**config.mk**
```make
export PLATFORM = sky130hd
export DESIGN_NAME = pulse_burst_sequencer
export DESIGN_NICKNAME = d
export VERILOG_FILES = /design/src/rtl/pulse_burst_sequencer.sv
export SDC_FILE = /design/constraint.sdc
export NUM_CORES = 1
export LEC_CHECK = 0
export CORE_MARGIN = 5
export CORE_UTILIZATION = 63
export CTS_CLUSTER_DIAMETER = 60
export DETAILED_ROUTE_END_ITERATION = 8
export GPL_TIMING_DRIVEN = 0
export PLACE_DENSITY = 0.87
export SLEW_MARGIN = 20
export SYNTH_ARGS = -nofsm -noshare
export SYNTH_HDL_FRONTEND = slang
export SYNTH_SLANG_ARGS = --single-unit
```
**constraint.sdc**
```tcl
create_clock -name clk -period 12.01 [get_ports clk]
set_input_delay 2.402 -clock clk [delete_from_list [all_inputs] [get_ports clk]]
set_output_delay 2.402 -clock clk [all_outputs]
set_load 0.05 [all_outputs]
```
**src/rtl/pulse_burst_sequencer.sv**
```systemverilog
// Scheduled test-pulse burst sequencer for the padiwa 16-channel LVDS pulse source.
// Software loads width/period/burst/mask/walk, then issues start; the block emits
// bursts on pulse_out and spare_out with optional per-pulse channel walking.
//
// Ports:
//   clk         133 MHz clock, all logic on posedge
//   reset_n     synchronous active-low reset
//   cfg_we      load cfg_* into the config registers (IDLE only)
//   cfg_width   pulse high time in clocks (0 is treated as 1)
//   cfg_period  rising-edge spacing in clocks (forced above width)
//   cfg_burst   pulses per burst, 0 = continuous until abort
//   cfg_mask    channel enable mask
//   cfg_walk    1 = one enabled channel per pulse, rotating upward
//   start       begin a burst (IDLE only)
//   abort       stop immediately from any state
//   busy        high while in HIGH/LOW
//   done        one-cycle pulse on normal completion of a finite burst
//   pulse_cnt   pulses since last start, saturating
//   pulse_out   registered channel pulses
//   spare_out   registered pulse timing, independent of mask
module pulse_burst_sequencer #(
  parameter int unsigned CNT_W      = 14,
  parameter logic [7:0]  DEF_WIDTH  = 8'd4,
  parameter int unsigned DEF_PERIOD = 12000,
  parameter logic [15:0] DEF_MASK   = 16'hFFFF
) (
  input  logic             clk,
  input  logic             reset_n,
  input  logic             cfg_we,
  input  logic [7:0]       cfg_width,
  input  logic [CNT_W-1:0] cfg_period,
  input  logic [15:0]      cfg_burst,
  input  logic [15:0]      cfg_mask,
  input  logic             cfg_walk,
  input  logic             start,
  input  logic             abort,
  output logic             busy,
  output logic             done,
  output logic [15:0]      pulse_cnt,
  output logic [15:0]      pulse_out,
  output logic             spare_out
);

  typedef enum logic [1:0] {StIdle, StHigh, StLow, StDone} state_e;

  state_e           state;
  logic [CNT_W-1:0] phase;
  logic [7:0]       width_r;
  logic [CNT_W-1:0] period_r;
  logic [15:0]      burst_r;
  logic [15:0]      mask_r;
  logic             walk_r;
  logic [3:0]       walk_ptr;

  logic             load;
  logic [7:0]       cfg_width_s;
  logic [CNT_W-1:0] cfg_width_ext;
  logic [CNT_W-1:0] cfg_period_s;
  logic [15:0]      eff_mask;
  logic             eff_walk;
  logic [CNT_W-1:0] width_ext;
  logic             hi_last;
  logic             lo_last;
  logic             burst_end;
  logic [3:0]       first_ptr;
  logic [3:0]       next_ptr;

  // Next set mask bit strictly above p, wrapping 15->0; returns p if none other is set.
  function automatic logic [3:0] next_set(input logic [15:0] m, input logic [3:0] p);
    logic [3:0] idx;
    logic       found;
    next_set = p;
    found    = 1'b0;
    for (int i = 1; i <= 16; i++) begin
      idx = p + 4'(i);
      if (!found && m[idx]) begin
        next_set = idx;
        found    = 1'b1;
      end
    end
  endfunction

  always_comb begin
    load          = (state == StIdle) && cfg_we;
    cfg_width_s   = (cfg_width == 8'd0) ? 8'd1 : cfg_width;
    cfg_width_ext = {{(CNT_W-8){1'b0}}, cfg_width_s};
    cfg_period_s  = (cfg_period <= cfg_width_ext) ? cfg_width_ext + CNT_W'(1) : cfg_period;
    // A start in the same cycle as cfg_we uses the freshly written values.
    eff_mask      = load ? cfg_mask : mask_r;
    eff_walk      = load ? cfg_walk : walk_r;
    width_ext     = {{(CNT_W-8){1'b0}}, width_r};
    hi_last       = (phase == width_ext - CNT_W'(1));
    lo_last       = (phase == period_r - CNT_W'(1));
    burst_end     = (burst_r != 16'd0) && (pulse_cnt == burst_r);
    // Searching upward from 15 yields the lowest set bit.
    first_ptr     = next_set(eff_mask, 4'd15);
    next_ptr      = next_set(mask_r, walk_ptr);
  end

  always_ff @(posedge clk) begin
    if (!reset_n) begin
      state     <= StIdle;
      phase     <= '0;
      width_r   <= DEF_WIDTH;
      period_r  <= CNT_W'(DEF_PERIOD);
      burst_r   <= 16'd0;
      mask_r    <= DEF_MASK;
      walk_r    <= 1'b0;
      walk_ptr  <= 4'd0;
      busy      <= 1'b0;
      done      <= 1'b0;
      pulse_cnt <= 16'd0;
      pulse_out <= 16'd0;
      spare_out <= 1'b0;
    end else begin
      if (load) begin
        width_r  <= cfg_width_s;
        period_r <= cfg_period_s;
        burst_r  <= cfg_burst;
        mask_r   <= cfg_mask;
        walk_r   <= cfg_walk;
      end
      if (abort) begin
        state     <= StIdle;
        busy      <= 1'b0;
        done      <= 1'b0;
        pulse_out <= 16'd0;
        spare_out <= 1'b0;
      end else begin
        unique case (state)
          StIdle: begin
            if (start) begin
              state     <= StHigh;
              phase     <= '0;
              pulse_cnt <= 16'd1;
              walk_ptr  <= first_ptr;
              busy      <= 1'b1;
              spare_out <= 1'b1;
              pulse_out <= eff_walk ? ((16'h1 << first_ptr) & eff_mask) : eff_mask;
            end
          end
          StHigh: begin
            phase <= phase + CNT_W'(1);
            if (hi_last) begin
              state     <= StLow;
              spare_out <= 1'b0;
              pulse_out <= 16'd0;
            end
          end
          StLow: begin
            if (lo_last) begin
              phase <= '0;
              if (burst_end) begin
                state <= StDone;
                busy  <= 1'b0;
                done  <= 1'b1;
              end else begin
                state     <= StHigh;
                walk_ptr  <= next_ptr;
                spare_out <= 1'b1;
                pulse_out <= walk_r ? ((16'h1 << next_ptr) & mask_r) : mask_r;
                if (pulse_cnt != 16'hFFFF) pulse_cnt <= pulse_cnt + 16'd1;
              end
            end else begin
              phase <= phase + CNT_W'(1);
            end
          end
          StDone: begin
            state <= StIdle;
            done  <= 1'b0;
          end
          default: state <= StIdle;
        endcase
      end
    end
  end

endmodule
```
==> results.md, run 1 <==
* Final WS setup at around 5.7 ns
* Initial core utilization at 64.2%
* Clock transition at path regs at around 0.090 ns
* Share of cells above drive strength 1 at between 10% and 20%
* Min-Delay Path Class: register to register
* Period minus WS final at 6.29 ns
* # hold bufs at CTS at 0
* Finished Cell Area at 10,800 um2
* Mean post-synth cell area at 8.09 um2
* # nets final at approximately 1.3k
* Status: finished, final reports clean
* Critical Path End Type: register
* Distinct cell type count after synthesis at 86
* Async S/R FF share, synth at 0%
* Final Max Tran Viols at 0
* Finished Layout Cells at 1,441
* GP Congestion at a little under 1
* Top FF cell, synth: dfxtp_1
* Number of cells on the worst reg-to-reg path at 17
* GR peak layer: met2
* Postcts setup bufs at 0
* Worst vdd ir at 0.0000926 V
* Clock latency on the worst-skew pair at 0.37 ns
* CP Class: register to register
* Worst Skew at ~0.010 ns
* Largest net degree at the start of global routing at 23
* Synthesized flop and latch total at 110
* Via count at 9,852
* Clock root cell: clkbuf_16
* Worst setup SP type: register
* WP data arrival at 6.60 ns
* Utilization after layout at 74.4%
* Residual DRC at 0
* Boundary Pins at 95
* CTS H-tree depth at 3
* Slew HR at 43.2%
* Core Region at roughly 14,000 um2
* Die area at 17,300 um2
* Register area share after synthesis at 23.7%
* GRT Total Usage at about a third
* DRT iter0 DRCs at 1,266
* Hold path cells at 2
* Cell-internal power at 0.702 mW
* Max Cap Violations at 0
* Setup TNS at 0 ns
* M1 GR Usage at 44.8%
* RSZ-0062 raised after global routing: no
* # setup viols final at 0
* Routed WL at 29.4 mm
* Clock Tree Buf Depth at 2
* CTS tree: built
* Synth Net Count at 1,234
* Fin. Hold Viols at 0
* Synthesized instance count at 1,148
* Placement Cell Area at 10,500 um2
* First drt pass iteration count at 8
* Placed cell count at 1,425
* Period utilisation layout at 52.4%
* Net switching power figure at 0.448 mW
* Num rows at 44
* Vias per cell at approximately 6.8
* PwrDens at 107 nW/um2
* Met2 Use GR at 50.6%
* Routing usage on met3 at under 10%
* Antenna cells at 0
* Worst path required time at ~12 ns
* DIE WIDTH at between 100 and 150 um
* EDFF count, synth at 0
* Register share of total power at 35.3%
* Layout area overhead at 15.9%
* Detailed-route wire length per cell at 20.4 um
* CTS resizes at 0
* Clock share of power at around 27%
* Most frequent cells in the layout: 147 x nand2_1, 110 x dfxtp_1, 93 x clkdlybuf4s50_1
* CP Max Fanout at 10
* I/O Buffers at 93
* Total CTS buffers at 9
* Most common cell after layout, fill and taps aside: nand2_1
* Fmax at 159 MHz
* Initial antenna violation count at 0
* Clk sinks at 110
* Vias in the first global route at about 9.3k
* HPWL after DPL at 22.2 mm
* Net Sw Frac at 39.0%
* Worst Tran Pin Value at 0.845 ns
* Combinational share of power at a little under two fifths
* LEAKAGE at 3.81 nW
* First-pass GRT wire length at about 47 mm
* Final ANT Viol Nets at 0
* Post-Syn Area at 9290 um2
* Die height at 131 um
* Yosys Warn Count at 0
* Gr ovfl total at 0
* Pre-CTS setup slack at 6.04 ns
==> per-layer routing <==
metal  vias to the layer above  routed length (um)
met4                         0                1120
li1                       4463                   -
met5                         -                   0
met2                       643               13200
met3                       106                3150
met1                      4640               11900
==> power groups by stage <==
stage | Combinational, mW | Sequential [mW] | Clock [mW]
finish | 0.433 | 0.406 | 0.310
global route | 0.463 | 0.409 | 0.324
CTS | 0.420 | 0.405 | 0.310
detailed placement | 0.416 | 0.414 | 0
global placement | 0.406 | 0.413 | 0
floorplan | 0.286 | 0.423 | 0
==> cell usage after synthesis (24+ instances only) <==
cell type / n / area share, %
nand2_1: 147 / 5.9
dfxtp_1: 110 / 24
nor2_1: 89 / 3.6
a21oi_1: 73 / 3.9
mux2i_1: 62 / 6.7
xnor2_1: 54 / 5.1
clkbuf_1: 50 / 2.0
nand3_1: 48 / 2.6
o21ai_0: 43 / 2.3
nor3_1: 41 / 2.2
inv_1: 31 / 1.3
xor2_1: 30 / 2.8
mux4_2: 27 / 6.5
ha_1: 26 / 3.5
mux2_2: 24 / 2.9
==> flip-flops by register name, indices dropped and copies added, names as in the netlist <==
name	count
burst_r	16
busy	1
done	1
mask_r	16
period_r	14
phase	14
pulse_cnt	16
pulse_out	16
spare_out	1
state	2
walk_ptr	4
walk_r	1
width_r	8
==> area by class of cell <==
cell class,instances,area (um2)
plain buffers,71,312
clock buffers,9,225
clock inverters,7,91.3
fillers,1117,3710
inverters,36,135
multi-input cells,931,6640
flip-flops and latches,110,2200
well taps,184,230
repair buffers,93,931
==> stage by stage <==
stage | total power [mW] | hold WS [ns]
5_1_grt | 1.20 | 0.508
2_1_floorplan | 0.710 | 0.457
4_1_cts | 1.14 | 0.488
3_3_place_gp | 0.818 | 0.472
3_5_place_dp | 0.830 | 0.477
6_report | 1.15 | 0.487
==> critical path, cell delays in order (launching register included) <==
cell and delay, ns:
dfxtp_1 0.46, buf_2 0.29, buf_4 0.25, buf_1 0.50, inv_1 0.35, ha_1 0.37, buf_2 0.18, buf_6 0.20
mux4_2 0.59, mux2i_1 0.25, mux2i_1 0.32, nor3_1 0.41, a2111oi_0 0.17, a2111oi_1 0.66, o21ai_2 0.30, nor2_1 0.39
nor4b_1 0.36, o211a_1 0.19
==> final timing paths <==
kind / slack [ns] / start / to
worst max-delay path: 5.72 / walk_ptr[1] / pulse_out[1]
worst min register to register: 0.49 / burst_r[14] / burst_r[14]
worst min-delay path: 0.49 / burst_r[14] / burst_r[14]
worst max register to register: 5.72 / walk_ptr[1] / pulse_out[1]
==> cell families after synthesis <==
logic type / share of synthesized area (%)
xor+xnor: 8.09
fa+ha+maj: 3.50
simple gates: 23.7
mux: 17.6
buf+inv: 4.81
flops: 23.7
compound gates: 18.6
No activity file was read; power rests on OpenSTA's default activity.
==> run 2: changes to the inputs <==
CORE_UTILIZATION = 59   (was 63)
PLACE_DENSITY = 0.82   (was 0.87)
clock period = 5.81 ns   (was 12.01 ns; I/O delays follow)
==> results.md, run 2 (synthesis results as in run 1) <==
* Final Max Tran Viols at 0
* Crit path top cell by count: buf_2
* # setup viols final at 0
* # nets final at about 1.3k
* Worst Tran Pin Value at 0.829 ns
* Total power at 2.36 mW
* Final ANT Viol Nets at 0
* Min-Delay Path Class: register to register
* Metal3 WL at roughly 2.6 mm
* Initial core utilization at 60.7%
* Fin. Hold Viols at 0
* Number of cells on the worst reg-to-reg path at 16
* Most frequent cells in the layout: 147 x nand2_1, 110 x dfxtp_1, 93 x clkdlybuf4s50_1
* End of the critical path: pulse_out[11]
* Most common cell after layout, fill and taps aside: nand2_1
* Cells along the critical path: buf_2 > buf_4 > inv_1 > ha_1 > buf_2 > buf_6 > mux4_2 > mux2_2 > mux2i_4 > nand4_2 > nor3_2 > a21oi_1 > o21a_1 > o21ai_1 > o21ai_0 > o22ai_1
* PwrDens at 219 nW/um2
* Die height at between 100 and 150 um
* Gr ovfl total at 0
* First drt pass iteration count at 5
* Setup TNS at 0 ns
* Core Region at about 15,000 um2
* Clock Tree Buf Depth at 2
* Largest net degree at the start of global routing at 22
* Routed WL at 29.3 mm
* DIE WIDTH at 135 um
* Initial antenna violation count at 0
* Critical path's top delay family: compound AO/OA/AOI/OAI gates
* CP Max Fanout at 19
* Boundary Pins at 95
* Status: finished, final reports clean
* M1 WL at 13.1 mm
* FF-to-FF Start: walk_ptr[1]
* Worst path required time at 6.10 ns
* WP data arrival at 5.82 ns
* Slew HR at a little over two fifths
* Num rows at 45
* First-pass GRT wire length at 46.9 mm
* Die area at 18,400 um2
* LEAKAGE at 3.81 nW
* Postcts setup bufs at 0
* Period minus WS final at 5.54 ns
* RSZ-0062 raised after global routing: no
* I/O Buffers at 93
* CP bufs+invs at 5
* Placed cell count at 1,452
* Hold WS at 0.480 ns
* WL met2 at approximately 13 mm
* Worst setup SP type: register
* Worst reg2reg path endpoint: pulse_out[11]
* Vias per cell at 6.55
* # hold bufs at CTS at 0
* Share of cells above drive strength 1 at 10.3%
* Clock transition at path regs at roughly 0.09 ns
* Worst Skew at 0.0180 ns
* Vias in the first global route at 9,026
* Residual DRC at 0
* Detailed-route wire length per cell at between 15 and 20 um
* Via count at 9,607
* HPWL after DPL at 22.7 mm
* Utilization after layout at 70.5%
* Worst vdd ir at 0.000159 V
* CP peak stage delay at about 0.60 ns
* Layout fillers at 1,319
* Clk sinks at 110
* Max Cap Violations at 0
* Top Metal Used: met4
* Clock latency on the worst-skew pair at 0.37 ns
* Critical Path End Type: register
* Total CTS buffers at 9
* CTS tree: built
* Cell count along the critical path at 16
* Fmax at around 180 MHz
* GRT Total Usage at 31.9%
* R2R setup slack at about 0.27 ns
* GP Congestion at between 1 and 1.5
* Period utilisation layout at 95.3%
* DRT iter0 DRCs at 1,072
* Finished Layout Cells at 1,467
* Layout area overhead at 16.2%
* Critical path launch point: walk_ptr[1]
* Antenna cells at 0
* Slowest cell on crit path: mux4_2
* CP Class: register to register
* Clock root cell: clkbuf_16
* CTS H-tree depth at 3
run 2: cell type report:
type | instances | area [um2] | share of cell area, %
Clock inverter | 7 | 76.3 | 0.707
Buffer | 70 | 308 | 2.85
Timing Repair Buffer | 93 | 931 | 8.63
Clock buffer | 9 | 225 | 2.09
Multi-Input combinational cell | 931 | 6650 | 61.6
Tap cell | 211 | 264 | 2.45
Inverter | 36 | 135 | 1.25
Sequential cell | 110 | 2200 | 20.4
run 2: worst min path at each step:
| stage | start | to | slack [ns] | cells after the start |
|---|---|---|---|---|
| 5_1_grt | period_r[13] | period_r[13] | 0.50 | 2 |
| 2_1_floorplan | width_r[1] | width_r[1] | 0.46 | 2 |
| 3_5_place_dp | done | done | 0.47 | 2 |
| 4_1_cts | done | done | 0.48 | 2 |
| 3_3_place_gp | done | done | 0.46 | 2 |
| 6_report | done | done | 0.48 | 2 |
run 2: report_power, final:
group	internal (mW)	switching, mW	total, mW
Sequential	0.794	0.0461	0.840
Clock	0.304	0.326	0.630
Combinational	0.349	0.545	0.894
run 2: layer usage:
metal,vias to the layer above,global-route usage [%]
met3,64,4.79
met4,0,10.2
met2,505,48.5
met1,4580,46.6
met5,-,0
li1,4458,-
run 2: what timing repair did:
| item | CTS | global route |
|---|---|---|
| setup endpoints to repair | 7 | 1 |
| resized for setup | 1 | 1 |
| cloned | 0 | 0 |
| pin swaps | 0 | 0 |
run 2: metrics by stage:
| step | area [um2] | worst slack [ns] |
|---|---|---|
| 2_1_floorplan | 9290 | 1.12 |
| 3_3_place_gp | 10500 | -0.0261 |
| 3_5_place_dp | 10500 | -0.111 |
| 4_1_cts | 10800 | 0.432 |
| 5_1_grt | 10800 | 0.0107 |
| 6_report | 10800 | 0.274 |
run 2: worst min-delay path, stage by stage (launching register included):
cell	delay, ns
dfxtp_1	0.32
inv_1	0.05
a221oi_1	0.06
